### config.mk
export PLATFORM = sky130hd
export DESIGN_NAME = addertree_accum_pipe
export DESIGN_NICKNAME = d
export VERILOG_FILES = /design/src/rtl/addertree_accum_pipe.sv
export SDC_FILE = /design/constraint.sdc
export NUM_CORES = 1
export LEC_CHECK = 0
export ABC_AREA = 1
export BUFFER_PORTS_ARGS = -buffer_cell sky130_fd_sc_hd__buf_2
export CORE_ASPECT_RATIO = 0.8
export CORE_MARGIN = 4
export CORE_UTILIZATION = 45
export DETAILED_ROUTE_END_ITERATION = 7
export GPL_ROUTABILITY_DRIVEN = 0
export HOLD_SLACK_MARGIN = 0.03
export SLEW_MARGIN = 0
export SYNTH_ARGS = -nofsm -noshare
export SYNTH_HDL_FRONTEND = slang
export SYNTH_SLANG_ARGS = --single-unit
### constraint.sdc
create_clock -name clk -period 20.4 [get_ports clk]
set_clock_uncertainty 0.15 [all_clocks]
set_input_delay 3.06 -clock clk [delete_from_list [all_inputs] [get_ports clk]]
set_output_delay 3.06 -clock clk [all_outputs]
set_load 0.005 [all_outputs]
### src/rtl/addertree_accum_pipe.sv
// Pipelined adder tree that reduces N_IN product terms per beat, then accumulates
// beats into one group sum with optional saturation and a sticky overflow flag.
module addertree_accum_pipe #(
  parameter int N_IN  = 9,
  parameter int IN_W  = 16,
  parameter int ACC_W = 32,
  parameter int SAT   = 0
) (
  input  logic                   clk,
  input  logic                   reset,
  input  logic                   in_valid,
  output logic                   in_ready,
  input  logic [N_IN*IN_W-1:0]   in_data,
  input  logic                   in_last,
  input  logic                   mode_signed,
  output logic                   out_valid,
  input  logic                   out_ready,
  output logic [ACC_W-1:0]       out_data,
  output logic                   out_ovf
);

  localparam int LEVELS = (N_IN > 2) ? $clog2(N_IN) : 1;
  localparam int TW     = IN_W + LEVELS;
  localparam int NP     = 2 * N_IN;

  function automatic int unsigned cnt_at(input int unsigned l);
    return (N_IN + (1 << l) - 1) >> l;
  endfunction

  logic en;
  assign en       = ~out_valid | out_ready;
  assign in_ready = en;

  // Every level is carried at full tree width; terms are extended once at the
  // input per the beat's mode, so wider levels hold the same value as IN_W+l.
  logic [TW-1:0]   node [0:LEVELS][NP];
  logic [TW-1:0]   tq   [1:LEVELS][NP];
  logic [LEVELS:1] tv, tl, tm;

  always_comb begin
    for (int unsigned l = 0; l <= LEVELS; l++)
      for (int unsigned k = 0; k < NP; k++)
        node[l][k] = '0;
    for (int unsigned k = 0; k < N_IN; k++)
      node[0][k] = {{(TW-IN_W){mode_signed & in_data[k*IN_W+IN_W-1]}},
                    in_data[k*IN_W +: IN_W]};
    for (int unsigned l = 1; l <= LEVELS; l++)
      for (int unsigned k = 0; k < NP; k++)
        node[l][k] = tq[l][k];
  end

  always_ff @(posedge clk or posedge reset) begin
    if (reset) begin
      for (int unsigned l = 1; l <= LEVELS; l++)
        for (int unsigned k = 0; k < NP; k++)
          tq[l][k] <= '0;
      tv <= '0;
      tl <= '0;
      tm <= '0;
    end else if (en) begin
      tv[1] <= in_valid;
      tl[1] <= in_last;
      tm[1] <= mode_signed;
      for (int unsigned l = 2; l <= LEVELS; l++) begin
        tv[l] <= tv[l-1];
        tl[l] <= tl[l-1];
        tm[l] <= tm[l-1];
      end
      for (int unsigned l = 1; l <= LEVELS; l++) begin
        for (int unsigned k = 0; k < N_IN; k++) begin
          if (2*k + 1 < cnt_at(l-1))
            tq[l][k] <= node[l-1][2*k] + node[l-1][2*k+1];
          else if (2*k < cnt_at(l-1))
            tq[l][k] <= node[l-1][2*k];
          else
            tq[l][k] <= '0;
        end
        for (int unsigned k = N_IN; k < NP; k++)
          tq[l][k] <= '0;
      end
    end
  end

  logic [ACC_W-1:0] acc;
  logic             grp_ovf;
  logic [TW-1:0]    tree_out;
  logic             m;
  logic [ACC_W:0]   a_ext, t_ext, sum;
  logic [ACC_W-1:0] res;
  logic             ovf;

  assign tree_out = tq[LEVELS][0];
  assign m        = tm[LEVELS];

  always_comb begin
    a_ext = {m & acc[ACC_W-1], acc};
    t_ext = {{(ACC_W+1-TW){m & tree_out[TW-1]}}, tree_out};
    sum   = a_ext + t_ext;
    ovf   = m ? (sum[ACC_W] ^ sum[ACC_W-1]) : sum[ACC_W];
    res   = sum[ACC_W-1:0];
    // Unsigned operands are both non-negative, so only the upper bound can be hit.
    if (SAT != 0 && ovf) begin
      if (m)
        res = sum[ACC_W] ? {1'b1, {(ACC_W-1){1'b0}}} : {1'b0, {(ACC_W-1){1'b1}}};
      else
        res = '1;
    end
  end

  always_ff @(posedge clk or posedge reset) begin
    if (reset) begin
      acc       <= '0;
      grp_ovf   <= 1'b0;
      out_valid <= 1'b0;
      out_data  <= '0;
      out_ovf   <= 1'b0;
    end else if (en) begin
      out_valid <= 1'b0;
      if (tv[LEVELS]) begin
        if (tl[LEVELS]) begin
          out_data  <= res;
          out_ovf   <= grp_ovf | ovf;
          out_valid <= 1'b1;
          acc       <= '0;
          grp_ovf   <= 1'b0;
        end else begin
          acc     <= res;
          grp_ovf <= grp_ovf | ovf;
        end
      end
    end
  end

endmodule

==> metrics.cfg <==
[yosys]
async_flop_share=1.00
syn_nets=2898
ys_warn_count=0
yosysSeqAreaShare=0.369
synth-edff-count=0
yosys.area.top_type=dfrtp_1
synth_cell_types=48
synth_ff_type=dfrtp_1
synth_top_area_share=0.369
syn_inst=2575
synthTopCellsByArea=dfrtp_1, nand2_1, ha_1
ys_ff_latch=282
synth_area_um2=19100
syn-mean-instance-area_um2=7.43

[power]
p_leak_nw=11.0
cellPowerDensity_nw_per_um2=162
power.total_w=0.00349
vdd_drop_max_v=0.0000766

[outcome]
status=completed

[floorplanning]
dieArea_um2=45900
fp.dieW_um=238
io_pins=185
start_util=0.456
placementRows=67
coreArea_um2=41900
die_height_um=192

[detailed_routing]
detail-route-antenna-nets=0
wl_um=49200
firstDrtPassIters=5
wl_per_cell_um=14.9
route.detailed.drc=0
viasPerCell=5.19
first_iter_violations=1168
num_vias=17200

[worst_setup_path]
timing_worst_setup_path_type=input pin to primary output
cp_num_buf_inv=4
crit_arrival_ns=4.41
reg2reg_depth=8
crit_fanout=243
slowest_stage=buf_12
critical_path.max_stage_delay_ns=0.44
cp-end-kind=primary output
cp-start-kind=input pin
cp.required_ns=17.19
cpMostUsedCell=buf_2
crit_family=buffers and inverters
cp_cell_sequence=buf_2 > nor2_4 > buf_12 > inv_6 > buf_2
critical_path_depth=5

[global_routing]
grt_pass1_wl_um=81500
track_usage=0.211
grt.overflow.total=0
grt_start_max_net_pins=244
antenna_found_initial=0
grt_pass1_vias=16500

[cells_and_area]
n_fill_cell=4207
layout-drive-gt1-share=0.116
nets=3058
fin_util=0.515
antenna-diode-count=0
area_growth_pct=12.8
final_area_um2=21600

[timing]
whs_ns=0.321
worst_pin_slew_ns=1.24
drv_slew=0
finalCriticalPeriod_ns=7.62
fmax_mhz=131
setup_viol=0
rsz0062_at_grt=false
relSlewSlack=0.170
post-route-period-util=0.374
hold_viol=0
setup_tns_ns=0

[place]
hpwlAfterDp_um=37900
placed_cell_area_um2=20600
port_buffers=184

[cts]
cts.sinks=282
postCtsSetupRepairBufs=0
clock_latency_ns=0.58
cts_buffer_depth=3
cts_buffers=31
cts-root-buf=clkbuf_16
ctsHoldBuffers=0
cts.htree.levels=1
cts_tree=done
clk_pin_slew_ns=0.06
ctsResizeCount=0

[run]
drv_cap=0

[hold_path]
hold_path.class=register to register
whs_path_depth=2

layout by cell type, fill, tap and decap left out, drive strengths merged, types with 43 or more instances in the layout:
master	count
inv	258
nor2	166
a31oi	54
buf	190
a21oi	171
o21ai	246
ha	164
nand2	790
nand3	123
dfrtp	282
clkbuf	43
cell type report:
| cell class | instances | area (um2) | area share |
|---|---|---|---|
| inverters | 256 | 973 | 0.0451 |
| repair buffers | 190 | 978 | 0.0454 |
| well taps | 552 | 691 | 0.0320 |
| clock buffers | 43 | 891 | 0.0413 |
| clock inverters | 15 | 126 | 0.00586 |
| flip-flops and latches | 282 | 7060 | 0.327 |
| multi-input cells | 1974 | 10900 | 0.503 |
worst paths after layout:
| kind | slack [ns] | from | endpoint |
|---|---|---|---|
| setup / recovery | 12.78 | out_ready | in_ready |
| hold reg to reg | 0.32 | tm[1]$_DFFE_PP0N_ | tm[2]$_DFFE_PP0N_ |
| min in group asynchronous | 2.37 | reset | node[1346]$_DFFE_PP0N_ |
| hold / removal | 0.32 | tm[1]$_DFFE_PP0N_ | tm[2]$_DFFE_PP0N_ |
| max in group asynchronous | 16.25 | reset | acc[23]$_DFFE_PP0P_ |
| setup reg to reg | 15.53 | out_valid$_DFFE_PP0N_ | out_data[1]$_DFFE_PP0P_ |
cells in the mapped netlist (all sizes together), types with 4 or more instances:
library cell  number
a211oi             6
a21boi             6
a21o              12
a21oi            171
a31oi             54
clkbuf            60
dfrtp            282
fa                 9
ha               164
inv              255
nand2            790
nand3            123
nand3b             6
nand4             29
nor2             166
nor3               9
nor4              11
o211ai            10
o21ai            246
o21bai            18
o22ai              4
o31ai             16
or2               35
xnor2             35
xor2              35
kinds of logic (layout without fill, tap and decap cells):
| logic type | Yosys count | in the layout | share of synthesized area |
|---|---|---|---|
| DFF | 282 | 282 | 0.369 |
| and+or+nand+nor | 1177 | 1177 | 0.258 |
| AOI/OAI and AO/OA | 554 | 554 | 0.160 |
| buffers and inverters | 319 | 504 | 0.0636 |
| xor gates and xnor gates | 70 | 70 | 0.0321 |
| adders and majority gates | 173 | 173 | 0.117 |
per-layer routing:
metal	GRT usage	up-vias	wire (um)
met5	0	-	0
met4	0.0362	0	795
met3	0.0267	62	2240
met2	0.332	364	21100
met1	0.319	7867	25100
li1	-	8887	-
stage by stage:
step | cells | setup WS (ns)
final | 3312 | 12.78
after floorplan | 2575 | 9.41
after detailed placement | 3254 | 12.46
after global routing | 3312 | 12.36
after global placement | 3254 | 12.44
after CTS | 3312 | 12.45
where the power goes:
group / switching (W) / internal, W / total [W]
clock: 0.000237 / 0.000319 / 0.000556
combinational: 0.00124 / 0.000703 / 0.00195
sequential: 0.000179 / 0.000809 / 0.000987
worst register-to-register path: stages, from the launching register on:
cell and delay [ns]:
dfrtp_1 0.38, inv_1 0.10, nor2_4 0.04, buf_12 0.19, nor2_2 0.65, inv_1 0.60, nor2_1 0.91, clkinv_1 1.23
o21ai_0 0.51
state kept, by name, indices dropped and copies added (netlist names):
register / flops
acc: 32
grp_ovf: 1
node: 183
out_data: 32
out_ovf: 1
out_valid: 1
tl: 4
tm: 4
tree_out: 20
tv: 4
Note: power is estimated with default switching activity, not from simulation.
